--- config.mk ---
export PLATFORM = sky130hd
export DESIGN_NAME = tt7_extractor_flat
export DESIGN_NICKNAME = d
export VERILOG_FILES = /design/src/rtl/tt7_extractor_if.sv /design/src/rtl/tt7_extractor.sv /design/src/flat_wrapper.sv
export SDC_FILE = /design/constraint.sdc
export NUM_CORES = 1
export LEC_CHECK = 0
export ABC_AREA = 1
export BUFFER_PORTS_ARGS = -buffer_cell sky130_fd_sc_hd__buf_2
export CORE_UTILIZATION = 50
export DETAILED_ROUTE_END_ITERATION = 10
export PLACE_DENSITY = 0.74
export SYNTH_ARGS = -nofsm -noshare
export SYNTH_HDL_FRONTEND = slang
export SYNTH_SLANG_ARGS = --single-unit
--- constraint.sdc ---
create_clock -name clk -period 2.4 [get_ports clk]
set_clock_uncertainty 0.1 [all_clocks]
set_input_delay 0.24 -clock clk [delete_from_list [all_inputs] [get_ports clk]]
set_output_delay 0.24 -clock clk [all_outputs]
set_load 0.005 [all_outputs]
--- src/rtl/tt7_extractor_if.sv ---
// Bus between the truth-table extractor and its user/function-under-test.
// The slave side is the extractor; the master side drives control and f_in.
interface tt7_extractor_if;
  logic         start;
  logic         abort;
  logic [127:0] expected;
  logic [6:0]   x;
  logic         f_in;
  logic         busy;
  logic         done;
  logic [127:0] tt;
  logic [7:0]   ones_count;
  logic         match;
  logic [6:0]   first_mismatch;

  modport master (
    output start, abort, expected, f_in,
    input  x, busy, done, tt, ones_count, match, first_mismatch
  );

  modport slave (
    input  start, abort, expected, f_in,
    output x, busy, done, tt, ones_count, match, first_mismatch
  );
endinterface

--- src/rtl/tt7_extractor.sv ---
// Sequential truth-table extractor for 7-input single-output functions.
// Walks x through all 128 minterms, waits SETTLE cycles per minterm, samples
// f_in into tt[x], counts ones and compares against a latched expected table.
module tt7_extractor #(
  parameter int SETTLE = 0,
  parameter int CNT_W  = 8
) (
  input  logic             clk,
  input  logic             rst_n,
  tt7_extractor_if.slave   bus
);

  typedef enum logic [1:0] {
    S_IDLE = 2'd0,
    S_RUN  = 2'd1,
    S_DONE = 2'd2
  } state_t;

  localparam logic [CNT_W-1:0] SETTLE_C = CNT_W'(SETTLE);
  localparam logic [6:0]       LAST_IDX = 7'd127;

  state_t           state_q, state_d;
  logic [6:0]       idx_q, idx_d;
  logic [CNT_W-1:0] cnt_q, cnt_d;
  logic [6:0]       x_q, x_d;
  logic [127:0]     tt_q, tt_d;
  logic [7:0]       ones_q, ones_d;
  logic             match_q, match_d;
  logic [6:0]       first_mismatch_q, first_mismatch_d;
  logic [127:0]     exp_q, exp_d;
  logic             busy_q, busy_d;
  logic             done_q, done_d;

  // Sample-cycle qualifiers derived from the current position in the run.
  logic             sample_s;
  logic             last_s;
  logic             miss_s;

  // Decode whether this RUN cycle samples f_in and whether it disagrees.
  always_comb begin
    sample_s = 1'b0;
    last_s   = 1'b0;
    miss_s   = 1'b0;
    if (cnt_q == SETTLE_C) begin
      sample_s = 1'b1;
    end else begin
      sample_s = 1'b0;
    end
    if (idx_q == LAST_IDX) begin
      last_s = 1'b1;
    end else begin
      last_s = 1'b0;
    end
    if (bus.f_in != exp_q[idx_q]) begin
      miss_s = 1'b1;
    end else begin
      miss_s = 1'b0;
    end
  end

  // Next-state and next-output logic for the IDLE -> RUN -> DONE sequence.
  always_comb begin
    state_d          = state_q;
    idx_d            = idx_q;
    cnt_d            = cnt_q;
    x_d              = x_q;
    tt_d             = tt_q;
    ones_d           = ones_q;
    match_d          = match_q;
    first_mismatch_d = first_mismatch_q;
    exp_d            = exp_q;
    busy_d           = busy_q;
    done_d           = 1'b0;

    case (state_q)
      S_IDLE: begin
        // start beats abort here: abort has no meaning while idle
        if (bus.start) begin
          exp_d            = bus.expected;
          tt_d             = 128'd0;
          ones_d           = 8'd0;
          first_mismatch_d = 7'd0;
          match_d          = 1'b1;
          idx_d            = 7'd0;
          x_d              = 7'd0;
          cnt_d            = {CNT_W{1'b0}};
          busy_d           = 1'b1;
          state_d          = S_RUN;
        end else begin
          state_d = S_IDLE;
        end
      end

      S_RUN: begin
        if (bus.abort) begin
          // partial tt is kept; match/first_mismatch are meaningless now
          state_d = S_IDLE;
          busy_d  = 1'b0;
          x_d     = 7'd0;
        end else if (sample_s) begin
          tt_d[idx_q] = bus.f_in;
          ones_d      = ones_q + {7'd0, bus.f_in};
          // only the lowest failing index is recorded
          if (miss_s && match_q) begin
            match_d          = 1'b0;
            first_mismatch_d = idx_q;
          end else begin
            match_d          = match_q;
          end
          if (last_s) begin
            state_d = S_DONE;
            done_d  = 1'b1;
            busy_d  = 1'b0;
            x_d     = 7'd0;
          end else begin
            idx_d = idx_q + 7'd1;
            x_d   = idx_q + 7'd1;
            cnt_d = {CNT_W{1'b0}};
          end
        end else begin
          cnt_d = cnt_q + {{(CNT_W-1){1'b0}}, 1'b1};
        end
      end

      S_DONE: begin
        // done is high for exactly this one cycle
        state_d = S_IDLE;
        busy_d  = 1'b0;
        x_d     = 7'd0;
      end

      default: begin
        state_d = S_IDLE;
        busy_d  = 1'b0;
        x_d     = 7'd0;
      end
    endcase
  end

  // State and result registers with synchronous active-low reset.
  always_ff @(posedge clk) begin
    if (!rst_n) begin
      state_q          <= S_IDLE;
      idx_q            <= 7'd0;
      cnt_q            <= {CNT_W{1'b0}};
      x_q              <= 7'd0;
      tt_q             <= 128'd0;
      ones_q           <= 8'd0;
      match_q          <= 1'b1;
      first_mismatch_q <= 7'd0;
      exp_q            <= 128'd0;
      busy_q           <= 1'b0;
      done_q           <= 1'b0;
    end else begin
      state_q          <= state_d;
      idx_q            <= idx_d;
      cnt_q            <= cnt_d;
      x_q              <= x_d;
      tt_q             <= tt_d;
      ones_q           <= ones_d;
      match_q          <= match_d;
      first_mismatch_q <= first_mismatch_d;
      exp_q            <= exp_d;
      busy_q           <= busy_d;
      done_q           <= done_d;
    end
  end

  assign bus.x              = x_q;
  assign bus.busy           = busy_q;
  assign bus.done           = done_q;
  assign bus.tt             = tt_q;
  assign bus.ones_count     = ones_q;
  assign bus.match          = match_q;
  assign bus.first_mismatch = first_mismatch_q;

endmodule

--- src/flat_wrapper.sv ---
// flat-port wrapper written by rule: the top's interface ports become plain ports
module tt7_extractor_flat 
#(
  parameter int SETTLE = 0,
  parameter int CNT_W  = 8
)
  (clk, rst_n, bus_start, bus_abort, bus_expected, bus_f_in, bus_x, bus_busy, bus_done, bus_tt, bus_ones_count, bus_match, bus_first_mismatch);
  tt7_extractor_if bus_i ();
  input  logic clk;
  input  logic rst_n;
  input wire logic [$bits(bus_i.start)-1:0] bus_start;
  input wire logic [$bits(bus_i.abort)-1:0] bus_abort;
  input wire logic [$bits(bus_i.expected)-1:0] bus_expected;
  input wire logic [$bits(bus_i.f_in)-1:0] bus_f_in;
  output wire logic [$bits(bus_i.x)-1:0] bus_x;
  output wire logic [$bits(bus_i.busy)-1:0] bus_busy;
  output wire logic [$bits(bus_i.done)-1:0] bus_done;
  output wire logic [$bits(bus_i.tt)-1:0] bus_tt;
  output wire logic [$bits(bus_i.ones_count)-1:0] bus_ones_count;
  output wire logic [$bits(bus_i.match)-1:0] bus_match;
  output wire logic [$bits(bus_i.first_mismatch)-1:0] bus_first_mismatch;
  assign bus_i.start = bus_start;
  assign bus_i.abort = bus_abort;
  assign bus_i.expected = bus_expected;
  assign bus_i.f_in = bus_f_in;
  assign bus_x = bus_i.x;
  assign bus_busy = bus_i.busy;
  assign bus_done = bus_i.done;
  assign bus_tt = bus_i.tt;
  assign bus_ones_count = bus_i.ones_count;
  assign bus_match = bus_i.match;
  assign bus_first_mismatch = bus_i.first_mismatch;
  tt7_extractor #(.SETTLE(SETTLE), .CNT_W(CNT_W)) u_core (.clk(clk), .rst_n(rst_n), .bus(bus_i));
endmodule
==> results of run 1 <==
-- logic make-up (layout without fill, tap and decap cells) --
logic type	count (synthesis)	in the layout	synth area share
buffers and inverters	340	717	0.0987
DFF	298	298	0.436
xor gates and xnor gates	5	5	0.00320
adders and majority gates	5	5	0.00457
AOI/OAI and AO/OA	546	546	0.224
and+or+nand+nor	706	707	0.234
other	0	1	0
-- through the flow --
stage               total power, mW   util  setup WS, ns  cells
floorplan                      6.39      -         0.247   1900
global placement               6.86  0.572       0.00183   2411
detailed placement             6.88  0.572       -0.0354   2411
CTS                            12.0  0.662        0.0118   2603
global route                   12.6  0.676      -0.00514   2620
finish                         12.2  0.676        0.0923   2620
-- flip-flops by register name, summed over array words and instances (netlist names) --
signal	flops
u_core.bus.done	1
u_core.bus.busy	1
u_core.bus.x	7
u_core.state_q	2
u_core.bus.first_mismatch	7
u_core.cnt_q	8
u_core.bus.ones_count	8
u_core.bus.match	1
u_core.bus.tt	128
u_core.idx_q	7
u_core.exp_q	128
-- power breakdown --
part	internal [mW]	switching, mW
sequential	5.18	0.0870
combinational	0.679	1.22
clock	3.02	2.04
total	8.87	3.34
-- area by class of cell --
| type | instances | area [um^2] | area share |
|---|---|---|---|
| clock buffer | 46 | 942 | 0.0519 |
| clock inverter | 10 | 131 | 0.00723 |
| sequential | 298 | 5970 | 0.329 |
| multi-input combinational | 1263 | 6460 | 0.356 |
| timing repair buffer | 482 | 3540 | 0.195 |
| antenna | 1 | 2.50 | 0.000138 |
| inverter | 179 | 687 | 0.0378 |
| tap | 341 | 427 | 0.0235 |
-- routing by layer --
layer | vias to the layer above | share of wire | global-route usage
li1 | 7155 | - | -
met1 | 6883 | 0.41 | 0.411
met2 | 831 | 0.46 | 0.508
met3 | 163 | 0.082 | 0.0451
met4 | 0 | 0.046 | 0.152
met5 | - | 0 | 0
-- placed cells by master, fill, tap and decap left out, drive strengths merged, types with 3 or more instances in the layout --
cell type and n:
dfxtp 298, bufinv 3, nand3 78, clkbuf 53
o211ai 6, inv 178, a211oi 109, nor3 16
nor2 116, o21ai 174, nand2 376, and3 22
xor2 4, ha 5, nor3b 3, nand4 95
buf 341, a21oi 253, clkinv 7, dlygate4sd3 134
-- timing repair --
action / CTS / global route
pin swaps: 1 / 6
hold endpoints to repair: 133 / 1
setup endpoints to repair: 8 / 75
gates cloned: 0 / 9
hold buffers: 133 / 1
gates resized for setup: 1 / 28
setup buffers: 3 / 6
-- worst min-delay path by stage --
stage / end / slack (ns)
2_1_floorplan: u_core.exp_q[118] / 0.31
5_1_grt: u_core.bus.x[2] / 0.17
6_report: u_core.bus.ones_count[0] / 0.07
3_3_place_gp: u_core.exp_q[1] / 0.34
4_1_cts: u_core.exp_q[3] / 0.002
3_5_place_dp: u_core.exp_q[36] / 0.34
-- worst max-delay path, cell delays in order (launching register included) --
cell	delay (ns)
dfxtp_4	0.39
inv_8	0.11
buf_12	0.14
nand2_1	0.06
nand3_1	0.09
nand2_1	0.10
o21ai_2	0.21
nand2_1	0.11
o21ai_2	0.15
nand2_2	0.12
nor2_2	0.13
nand2_2	0.09
nand3_4	0.13
nand2_8	0.10
nand2_2	0.10
a21oi_2	0.05
==> metrics.txt, run 1 <==
outcome=completed; Reg clk slew, reported paths=0.06 ns; crit path capture type=register; Placed Instance Area=15400 um^2; critical path arrival=2.63 ns; final HPWL from detailed placement=26.4 mm; synthesized instance count=1900; post-synth net total=2038; static leakage=7.83 nW; share of flip-flops with an asynchronous set or reset=0; Nets=2393; Setup crit start kind=register; worst hold slack=0.0679 ns; H-tree levels=1; First DRT Iteration DRCs=1724; DR vias/cell=5.74; Critical Path Fanout Max=10; TritonRoute pass-1 iters=6; largest net degree at the start of global routing=206; Port Buffer Count=285; top post-synthesis cells by area=dfxtp_1 (44%), nand2_1 (10%), a21oi_1 (9.0%); top cells by count, synth=nand2_1 (365), dfxtp_1 (298), a21oi_1 (246); Post-synth EDFFs=0; area leader, netlist=dfxtp_1; top_reg_cell synth=dfxtp_1; CP Launch Point=u_core.idx_q[0]; IO Pins=286; Slew headroom=0.446; Post-route DRC=0; setup TNS=0 ns; Max clock buf depth=3; design area=18200 um^2; power density over the cells=672 nW/um^2; first-pass GRT wire length=71.8 mm; Netlist cell types=39; WS Path Type=reg2reg; Clock Tree Root=clkbuf_16; Initial Util=0.509; Clk Latency, worst-skew pair=0.56 ns; Total Routed Length=46.9 mm; Cell Area, Synth=13700 um^2; Reg-to-Reg Start=u_core.idx_q[0]; number of synthesized register bits=298; CTS tree=yes; f_max=433 MHz; Slew @ Worst Pin=0.831 ns; GR Overflow Total=0; Final Max Tran Viols=0; Avg Inst Size Synth=7.20 um^2; VDD IR-drop max=0.495 mV; Rows=60; number of buffers created by CTS=31; WHS Path Cells=4; core area=26900 um^2; DR vias=15000; gr usage total=0.314; Tcrit/Tclk final=0.962; Die Y=167 um; Reg-to-Reg End=u_core.bus.first_mismatch[4]; final setup vio count=0; full die area=28000 um^2; Critical Path RT=2.72 ns; Tmin final=2.31 ns; Yosys top cell area share=0.436; worst reg2reg setup slack=0.09 ns; FF-to-FF path depth=15; area grow syn2layout=32.8%; final hold viol count=0; vias in the first global route=13900; Die X=167 um; Max Cap Viol=0; Hold Path Class=in2reg; antenna violations before repair=1; hold path start=bus_f_in; sequential share of the synthesized area=0.436; CTS Sinks=298; WL per Instance=17.9 um; layout cells sized above 1=0.203; antenna-violating nets left=0; Ys Warns=0; GPL Wtd Cong=0.877; count leader, synth=nand2_1; # fillers=2155; Worst setup endpoint=u_core.bus.first_mismatch[4]
No activity file was read; power rests on OpenSTA's default activity.
==> inputs of run 2 (changes only) <==
PLACE_DENSITY = 0.86   (was 0.74)
==> run 2 against run 1 <==
Worst hold slack lost 0.0041 ns. First-iteration DRC count grew 27%. The flow now finishes with violations (negative setup slack). Die area is the same. Critical endpoint is now u_core.exp_q[112]. Critical path type unchanged.
==> metrics.txt, run 2 (synthesis results as in run 1) <==
f_max=416 MHz (-4.1%); Setup crit start kind=register; final HPWL from detailed placement=27.0 mm (+2.3%); Max Cap Viol=0 (unchanged); Tmin final=2.41 ns (+0.0979 ns); crit path capture type=register; worst reg2reg setup slack=-0.006 ns (-0.10 ns); most frequent cells in the layout=nand2_1 (361), dfxtp_1 (296), buf_2 (283), a21oi_1 (245), inv_1 (164); power density over the cells=654 nW/um^2 (-2.7%); gr usage total=0.343 (+0.0295); Die Y=167 um (unchanged); Port Buffer Count=285 (unchanged); # fillers=2010 (-6.7%); register area=5970 um^2 (about the same); Clock Tree Root=clkbuf_16; commonest non-fill, non-tap cell in the layout=nand2_1; Max clock buf depth=3 (unchanged); worst setup margin=-0.00559 ns (-0.0979 ns); Psw=3.31 mW (-1.1%); Cells after DPL=2410 (-0.041%); static leakage=7.64 nW (-2.4%); GPL Wtd Cong=0.895 (+2.0%); Flop pwr share=0.452 (+0.021); Total Routed Length=50.2 mm (+7.0%); Post-Layout Cell Count=2604 (-0.61%); RSZ-0062 raised after global routing=true; First DRT Iteration DRCs=2195 (+27%); WS Path Type=reg2reg; GR Overflow Total=0 (unchanged); DR vias/cell=6.04 (+5.3%); core area=26900 um^2 (unchanged); multi-input logic area=6470 um^2 (about the same); Final Max Tran Viols=0 (unchanged); Post-route DRC=0 (unchanged); combinational share of power=0.162 (+0.007); VDD IR-drop max=0.585 mV (+18%); Internal=8.37 mW (-5.7%); IO Pins=286 (unchanged); H-tree levels=1 (unchanged); Die X=167 um (unchanged); WL per Instance=19.3 um (+7.7%); TritonRoute pass-1 iters=9 (+3); Rows=60 (unchanged); number of buffers created by CTS=30 (-3.2%); Core Util, Final=0.664 (-0.0120); Hold Path Class=in2reg; Critical Path RT=2.71 ns (about the same); Clk Latency, worst-skew pair=0.54 ns (-0.02 ns); Slew headroom=0.283 (-0.163); CTS Sinks=298 (unchanged); outcome=finished with violations; largest net degree at the start of global routing=262 (+27%); Clock power frac=0.386 (-0.028); Critical Path Fanout Max=261 (+251); Tcrit/Tclk final=1.00 (+0.0408); Sw Ratio=0.283 (+0.00972); final hold viol count=0 (unchanged); dpl ws=0.0462 ns (+0.0816 ns); critical path arrival=2.71 ns (+0.08 ns); antenna violations before repair=4 (+3); antenna-violating nets left=0 (unchanged); layout cells sized above 1=0.198 (-0.00485); failing checks=negative setup slack; first-pass GRT wire length=77.2 mm (+7.4%); DR vias=15700 (+4.7%); Design Power=11.7 mW (-4.5%); Nets=2378 (-0.63%); CTS tree=yes; area grow syn2layout=30.4%; setup TNS=-0.00559 ns (-0.00559 ns); Initial Util=0.509 (unchanged); vias in the first global route=14500 (+3.7%); Slew @ Worst Pin=1.08 ns (+0.244 ns); final setup vio count=1 (+1); Reg clk slew, reported paths=0.06 ns (about the same); full die area=28000 um^2 (unchanged)
==> run 2: cell types whose count changed in the layout (fill, tap and decap cells not counted), moves of 3 or more <==
cell	delta
clkbuf_8	-4
diode_2	+4
clkbuf_16	-3
clkbuf_1	+3
nor2_4	-3
buf_4	-4
dlygate4sd3_1	-4
bufinv_16	-3
==> run 2: final cells by class <==
class | instances | share of cell area
Antenna cell | 5 | 0.000701
Tap cell | 341 | 0.0239
Clock buffer | 45 | 0.0503
Inverter | 179 | 0.0383
Sequential cell | 298 | 0.335
Multi-Input combinational cell | 1262 | 0.362
Clock inverter | 5 | 0.00168
Timing Repair Buffer | 469 | 0.188
==> run 2: critical path: stages (launching register included) <==
cell	delay, ns
dfxtp_1	0.35
nor2_1	0.20
nand2_4	0.12
buf_16	0.25
o21ai_0	0.85
a21oi_1	0.07
==> run 2: power groups by stage <==
stage	clock [mW]	combinational, mW	sequential [mW]
2_1_floorplan	0	1.05	5.34
3_3_place_gp	0	1.48	5.36
3_5_place_dp	0	1.51	5.37
4_1_cts	4.49	1.68	5.26
5_1_grt	4.73	2.03	5.29
6_report	4.50	1.89	5.28
==> run 2: worst paths after layout <==
path / startpoint / end / depth (start not counted)
worst max register to register: u_core.state_q[1] / u_core.exp_q[112] / 5
worst min-delay path: bus_f_in / u_core.bus.tt[116] / 3
worst max-delay path: u_core.state_q[1] / u_core.exp_q[112] / 5
worst min register to register: u_core.exp_q[52] / u_core.exp_q[52] / 2
==> run 2: stage by stage <==
step	hold WS (ns)	cell area (um^2)
after floorplan	0.307	13700
after global placement	0.339	15300
after detailed placement	0.343	15300
after CTS	0.0233	17600
after global routing	0.0517	17800
final	0.0639	17800
==> run 2: metal layers <==
| layer | vias to the layer above | GRT usage | part of all wire |
|---|---|---|---|
| met3 | 280 | 0.0948 | 0.11 |
| met4 | 2 | 0.194 | 0.060 |
| met1 | 7162 | 0.431 | 0.38 |
| met5 | - | 0 | 0.00030 |
| met2 | 1169 | 0.532 | 0.45 |
| li1 | 7120 | - | - |
==> run 2: repair_timing <==
item,in CTS,in global routing
resized for setup,0,33
buffers inserted,0,5
hold buffers,130,0
endpoints found under the hold margin,140,0
endpoints found under the setup margin,0,32
